===== src/rtl/tdc_rr_stream_arbiter_if.sv =====
// Stream bundle between the per-channel TDC sources, the arbiter and the
// downstream packer: N request lanes in, one tagged beat lane out.
interface tdc_rr_stream_arbiter_if #(
   parameter int DATA_WIDTH = 32,
   parameter int N          = 8
);
   localparam int CW = $clog2(N);

   logic [N-1:0]            s_valid;
   logic [N-1:0]            s_ready;
   logic [N*DATA_WIDTH-1:0] s_data;
   logic                    m_valid;
   logic                    m_ready;
   logic [DATA_WIDTH-1:0]   m_data;
   logic [CW-1:0]           m_chan;

   // Arbiter side: accepts the request lanes, drives the output slot.
   modport master (
      input  s_valid,
      input  s_data,
      input  m_ready,
      output s_ready,
      output m_valid,
      output m_data,
      output m_chan
   );

   // Environment side: the channel sources plus the downstream consumer.
   modport slave (
      output s_valid,
      output s_data,
      output m_ready,
      input  s_ready,
      input  m_valid,
      input  m_data,
      input  m_chan
   );
endinterface


===== src/rtl/tdc_rr_stream_arbiter.sv =====
// Round-robin N-to-1 stream arbiter for the TDC event channel, bounded bursts.
// Optional TDC_ARB_BEATCNT_EN adds a saturating 32-bit beat_total counter.
module tdc_rr_stream_arbiter #(
   parameter int DATA_WIDTH = 32,
   parameter int N          = 8,
   parameter int MAX_BURST  = 4
) (
   input  logic        clk,
   input  logic        resetn,
`ifdef TDC_ARB_BEATCNT_EN
   output logic [31:0] beat_total,
`endif
   tdc_rr_stream_arbiter_if.master bus
);

   localparam int CW = $clog2(N);
   localparam int BW = $clog2(MAX_BURST + 1);

   localparam logic [0:0] ST_IDLE  = 1'b0;
   localparam logic [0:0] ST_GRANT = 1'b1;

   localparam logic [CW:0]   N_EXT   = (CW + 1)'(N);
   localparam logic [CW-1:0] LAST_CH = CW'(N - 1);
   localparam logic [BW-1:0] LAST_BC = BW'(MAX_BURST - 1);

   logic [0:0]            state;
   logic [CW-1:0]         g;
   logic [CW-1:0]         ptr;
   logic [BW-1:0]         bc;
   logic                  m_valid_q;
   logic [DATA_WIDTH-1:0] m_data_q;
   logic [CW-1:0]         m_chan_q;

   logic [2*N-1:0]        req_dbl;
   logic [N-1:0]          req_rot;
   logic                  any_req;
   logic [CW-1:0]         off;
   logic [CW:0]           pick_sum;
   logic [CW-1:0]         pick;

   logic                  sel_valid;
   logic [DATA_WIDTH-1:0] sel_data;
   logic                  slot_free;
   logic                  xfer;
   logic                  last_beat;
   logic [CW-1:0]         nxt_ptr;

   // Rotate requests so the search always starts at ptr, then map the
   // winning offset back to an absolute channel index modulo N.
   always_comb begin
      req_dbl = {bus.s_valid, bus.s_valid} >> ptr;
      req_rot = req_dbl[N-1:0];
      any_req = 1'b0;
      off     = '0;
      for (int k = N - 1; k >= 0; k--) begin
         if (req_rot[k]) begin
            any_req = 1'b1;
            off     = CW'(k);
         end
      end
      pick_sum = {1'b0, ptr} + {1'b0, off};
      if (pick_sum >= N_EXT) begin
         pick_sum = pick_sum - N_EXT;
      end
      pick = pick_sum[CW-1:0];
   end

   // Select the granted lane's valid and payload.
   always_comb begin
      sel_valid = 1'b0;
      sel_data  = '0;
      for (int i = 0; i < N; i++) begin
         if (g == CW'(i)) begin
            sel_valid = bus.s_valid[i];
            sel_data  = bus.s_data[i*DATA_WIDTH +: DATA_WIDTH];
         end
      end
   end

   // Handshake terms; the slot refills in the same cycle it drains.
   always_comb begin
      slot_free = !m_valid_q || bus.m_ready;
      xfer      = (state == ST_GRANT) && sel_valid && slot_free;
      last_beat = (bc == LAST_BC);
      nxt_ptr   = (g == LAST_CH) ? '0 : g + CW'(1);
   end

   // Only the granted lane may see ready, and only when the slot can take it.
   always_comb begin
      bus.s_ready = '0;
      for (int i = 0; i < N; i++) begin
         if ((state == ST_GRANT) && (g == CW'(i))) begin
            bus.s_ready[i] = slot_free;
         end
      end
   end

   // Grant FSM: pick in IDLE, hold for up to MAX_BURST beats or until the
   // granted lane goes idle, then advance the round-robin pointer.
   always_ff @(posedge clk) begin
      if (!resetn) begin
         state <= ST_IDLE;
         g     <= '0;
         ptr   <= '0;
         bc    <= '0;
      end else begin
         case (state)
            ST_IDLE: begin
               if (any_req) begin
                  g     <= pick;
                  bc    <= '0;
                  state <= ST_GRANT;
               end
            end
            ST_GRANT: begin
               if (xfer) begin
                  bc <= bc + BW'(1);
                  if (last_beat) begin
                     state <= ST_IDLE;
                     ptr   <= nxt_ptr;
                  end
               end else if (!sel_valid) begin
                  state <= ST_IDLE;
                  ptr   <= nxt_ptr;
               end
            end
            default: begin
               state <= ST_IDLE;
            end
         endcase
      end
   end

   // Output slot: load on transfer, drain on downstream accept, else hold.
   always_ff @(posedge clk) begin
      if (!resetn) begin
         m_valid_q <= 1'b0;
         m_data_q  <= '0;
         m_chan_q  <= '0;
      end else if (xfer) begin
         m_valid_q <= 1'b1;
         m_data_q  <= sel_data;
         m_chan_q  <= g;
      end else if (bus.m_ready) begin
         m_valid_q <= 1'b0;
      end
   end

   assign bus.m_valid = m_valid_q;
   assign bus.m_data  = m_data_q;
   assign bus.m_chan  = m_chan_q;

`ifdef TDC_ARB_BEATCNT_EN
   // Count delivered beats; sticks at all-ones rather than wrapping.
   always_ff @(posedge clk) begin
      if (!resetn) begin
         beat_total <= '0;
      end else if (m_valid_q && bus.m_ready && (beat_total != 32'hFFFF_FFFF)) begin
         beat_total <= beat_total + 32'd1;
      end
   end
`endif

endmodule

===== src/flat_wrapper.sv =====
// flat-port wrapper written by rule: the top's interface ports become plain ports
module tdc_rr_stream_arbiter_flat 
#(
   parameter int DATA_WIDTH = 32,
   parameter int N          = 8,
   parameter int MAX_BURST  = 4
)
  (clk, resetn, bus_s_valid, bus_s_data, bus_m_ready, bus_s_ready, bus_m_valid, bus_m_data, bus_m_chan);
  tdc_rr_stream_arbiter_if #(.DATA_WIDTH(DATA_WIDTH), .N(N)) bus_i ();
  input  logic clk;
  input  logic resetn;
  input wire logic [$bits(bus_i.s_valid)-1:0] bus_s_valid;
  input wire logic [$bits(bus_i.s_data)-1:0] bus_s_data;
  input wire logic [$bits(bus_i.m_ready)-1:0] bus_m_ready;
  output wire logic [$bits(bus_i.s_ready)-1:0] bus_s_ready;
  output wire logic [$bits(bus_i.m_valid)-1:0] bus_m_valid;
  output wire logic [$bits(bus_i.m_data)-1:0] bus_m_data;
  output wire logic [$bits(bus_i.m_chan)-1:0] bus_m_chan;
  assign bus_i.s_valid = bus_s_valid;
  assign bus_i.s_data = bus_s_data;
  assign bus_i.m_ready = bus_m_ready;
  assign bus_s_ready = bus_i.s_ready;
  assign bus_m_valid = bus_i.m_valid;
  assign bus_m_data = bus_i.m_data;
  assign bus_m_chan = bus_i.m_chan;
  tdc_rr_stream_arbiter #(.DATA_WIDTH(DATA_WIDTH), .N(N), .MAX_BURST(MAX_BURST)) u_core (.clk(clk), .resetn(resetn), .bus(bus_i));
endmodule

===== config.mk =====
export PLATFORM = sky130hd
export DESIGN_NAME = tdc_rr_stream_arbiter_flat
export DESIGN_NICKNAME = d
export VERILOG_FILES = /design/src/rtl/tdc_rr_stream_arbiter_if.sv /design/src/rtl/tdc_rr_stream_arbiter.sv /design/src/flat_wrapper.sv
export SDC_FILE = /design/constraint.sdc
export NUM_CORES = 1
export LEC_CHECK = 0
export BUFFER_PORTS_ARGS = -buffer_cell sky130_fd_sc_hd__buf_2
export CAP_MARGIN = 40
export CORE_MARGIN = 2
export CORE_UTILIZATION = 35
export CTS_CLUSTER_SIZE = 12
export DETAILED_ROUTE_END_ITERATION = 8
export MAX_ROUTING_LAYER = met4
export PLACE_DENSITY = 0.68
export SKIP_LAST_GASP = 1
export SYNTH_ARGS = -nofsm -noshare
export SYNTH_HDL_FRONTEND = slang
export SYNTH_SLANG_ARGS = --single-unit

===== constraint.sdc =====
create_clock -name clk -period 3.9 [get_ports clk]
set_input_delay 0.195 -clock clk [delete_from_list [all_inputs] [get_ports clk]]
set_output_delay 0.195 -clock clk [all_outputs]
set_load 0.02 [all_outputs]

==> impl_metrics.json <==
{
  "synth_top_area_cell": "dfxtp_1",
  "syn_inst": 741,
  "fin_crit_sh_pct": 84.08,
  "avgSynthCellArea_um2": 7.121,
  "grt_usage_pct": 25.99,
  "dr.pass1.iters": 5,
  "viasPerCell": 5.728,
  "grt_pass1_vias": 6201,
  "synth_cell_type_count": 58,
  "layout-drive-gt1-share_pct": 39.21,
  "fin_skew_ps": 11.17,
  "cts.sinks": 46,
  "cts.path.max_buffers": 2,
  "insertion_delay_ps": 300,
  "synth_top_cell_area_share_pct": 17.45,
  "ys_seq_area_share_pct": 17.45,
  "tns_ps": 0,
  "powerDensity_nw_per_um2": 621.7,
  "synth_edf_count": 0,
  "synth_top_family_by_area": "compound AO/OA/AOI/OAI gates",
  "start_kind": "flop",
  "synth_compound_area_share_pct": 46.53,
  "drv_slew": 0,
  "grt_pass1_wl_mm": 32.76,
  "netlist_top_cells_area": "dfxtp_1, a21oi_1, o32ai_2, nand2_1, a221oi_1",
  "clock-root-buffer": "clkbuf_16",
  "slowest_stage": "ha_2",
  "nFillCells": 1558,
  "run_status": "complete, no violations",
  "antenna_found_initial": 2,
  "period_needed_ps": 3279,
  "io_pins": 311,
  "cts_hold_buf": 0,
  "gr-total-overflow": 0,
  "async_reset_ff_share_pct": 0,
  "rsz0062_at_grt": "no",
  "cts_max_level": 2,
  "die_w_um": 126.8,
  "maxCapViolCount": 0,
  "vias": 6748,
  "synthXorXnorAreaFrac_pct": 0,
  "hold_viol": 0,
  "finalNetCount": 1268,
  "routedWlPerCell_um": 18.23,
  "synthAdderAreaFrac_pct": 2.514,
  "port_buffers": 310,
  "synthSimpleGateAreaFrac_pct": 16.53,
  "initial_core_util_pct": 36.03,
  "vdd_drop_max_uv": 316.3,
  "cts_resized": 0,
  "dieHeight_um": 126.8,
  "endpoint_kind": "flop",
  "drtAntennaViolNets": 0,
  "synthesis.area_um2": 5276,
  "drc": 0,
  "path_max_fanout": 37,
  "syn_nets": 1018,
  "synth-warning-count": 0,
  "place_inst": 1168,
  "p_leak_nw": 3.136,
  "critPathRequiredTime_ps": 4090,
  "tightestPinTransition_ps": 783.9,
  "slew-limit-headroom_pct": 46.39,
  "die_area_um2": 16070,
  "path_class": "reg -> reg",
  "drtIter0Drc": 637,
  "synth_most_common_cell": "a21oi_1",
  "synth_mux_area_share_pct": 4.458,
  "routed_wl_mm": 21.48,
  "place_hpwl_mm": 15.66,
  "max_freq_mhz": 305.0,
  "finalPower_w": 0.004361,
  "std_cell_rows": 44,
  "synth.cells.most_frequent": "a21oi_1, nand2_1, inv_1",
  "coreArea_um2": 14640,
  "crit_chain": "inv_1 -> ha_2 -> nand3b_1 -> a221oi_2 -> o311a_1 -> nand3_4 -> o32ai_1",
  "hold_class": "in -> reg",
  "post-cts-setup-buffers": 0,
  "crit_path_max_incr_delay_ps": 690,
  "synthToLayoutAreaGrowth_pct": 32.94,
  "path_clk_slew_ps": 80,
  "synth_flop_cell": "dfxtp_1",
  "numCtsBuffers": 5,
  "setup_viol": 0,
  "fin_cells": 1178,
  "ys_seq_elements": 46,
  "cts_tree": "yes",
  "arrival_ps": 3470,
  "grt_max_degree": 66,
  "gp_congestion": 0.9429
}
-- layout by cell type, fill, tap and decap left out, types with 5 or more instances in the layout --
| cell type | netlist | final |
|---|---|---|
| o21ai_0 | 37 | 37 |
| dfxtp_1 | 46 | 45 |
| and3_1 | 6 | 6 |
| buf_2 | 20 | 310 |
| a221oi_1 | 34 | 34 |
| nand2b_1 | 5 | 5 |
| a2111oi_0 | 33 | 33 |
| o22ai_1 | 32 | 32 |
| nand3_1 | 6 | 6 |
| nand2_1 | 81 | 81 |
| a211oi_1 | 5 | 5 |
| and3b_1 | 32 | 32 |
| a21oi_1 | 141 | 141 |
| inv_1 | 77 | 77 |
| mux2i_1 | 10 | 10 |
| clkbuf_16 | 0 | 5 |
| o32ai_2 | 27 | 27 |
| buf_4 | 5 | 16 |
| nor2_1 | 14 | 13 |
| o32ai_1 | 7 | 7 |
-- layer usage --
layer	wire length [µm]	up-vias	global-route usage, %
li1	-	3273	-
met1	9091	3077	34.33
met2	10230	374	42.51
met3	1797	24	3.796
met4	357	0	5.495
met5	0	-	-
-- through the flow --
stage	hold WS, ps	utilization, %	setup slack, ps	area, µm²
detailed placement	452.9	46.83	674.5	6858
floorplan	433.0	-	1191	5276
global placement	442.1	46.83	765.8	6858
CTS	256.9	47.86	636.0	7009
global route	275.8	47.90	344.0	7014
finish	271.0	47.90	621.1	7014
-- state kept, by name, summed over array words and instances, names as in the netlist --
| name | cells |
|---|---|
| u_core.bus.m_data | 32 |
| u_core.bc | 3 |
| u_core.bus.m_chan | 3 |
| u_core.g | 3 |
| u_core.ptr | 3 |
| u_core.bus.m_valid | 1 |
| u_core.state | 1 |
-- area by class of cell --
cell class,instances,area [µm²],share of cell area [%]
Multi-Input combinational cell,533,3737,53.28
Timing Repair Buffer,326,1672,23.83
Sequential cell,46,922.1,13.15
Inverter,79,296.5,4.228
Tap cell,184,230.2,3.282
Clock buffer,5,125.1,1.784
Clock inverter,3,26.28,0.3746
Antenna cell,2,5.005,0.07135
-- cells by family after synthesis --
logic type / after synthesis
fa+ha+maj: 10
compound gates: 343
mux: 18
buf+inv: 162
flops: 46
simple gates: 162
-- path summary, 6_finish.rpt --
kind	from	to	slack (ps)	depth (start not counted)
max	u_core.g[0]$_SDFFE_PN0P_	u_core.bus.m_data[14]$_SDFFE_PN0P_	620	7
min	bus_s_data[204]	u_core.bus.m_data[12]$_SDFFE_PN0P_	270	3
max reg2reg	u_core.g[0]$_SDFFE_PN0P_	u_core.bus.m_data[14]$_SDFFE_PN0P_	620	7
min reg2reg	u_core.bus.m_data[14]$_SDFFE_PN0P_	u_core.bus.m_data[14]$_SDFFE_PN0P_	470	2
-- where the power goes --
part,leakage [nW],switching (W),internal (W),total [W]
Clock,0.0752,0.000215,0.000246,0.000461
Sequential,0.375,0.000169,0.000632,0.000801
Combinational,2.69,0.00191,0.00119,0.00310
Total,3.14,0.00229,0.00207,0.00436
-- worst max-delay path: cells and delay by family (launching register included) --
family          cells  cell delay [ps]
compound gates      3             1140
simple gates        2              800
fa+ha+maj           1              690
flops               1              370
buf+inv             1              160
Power figures use the tool's default switching activity.
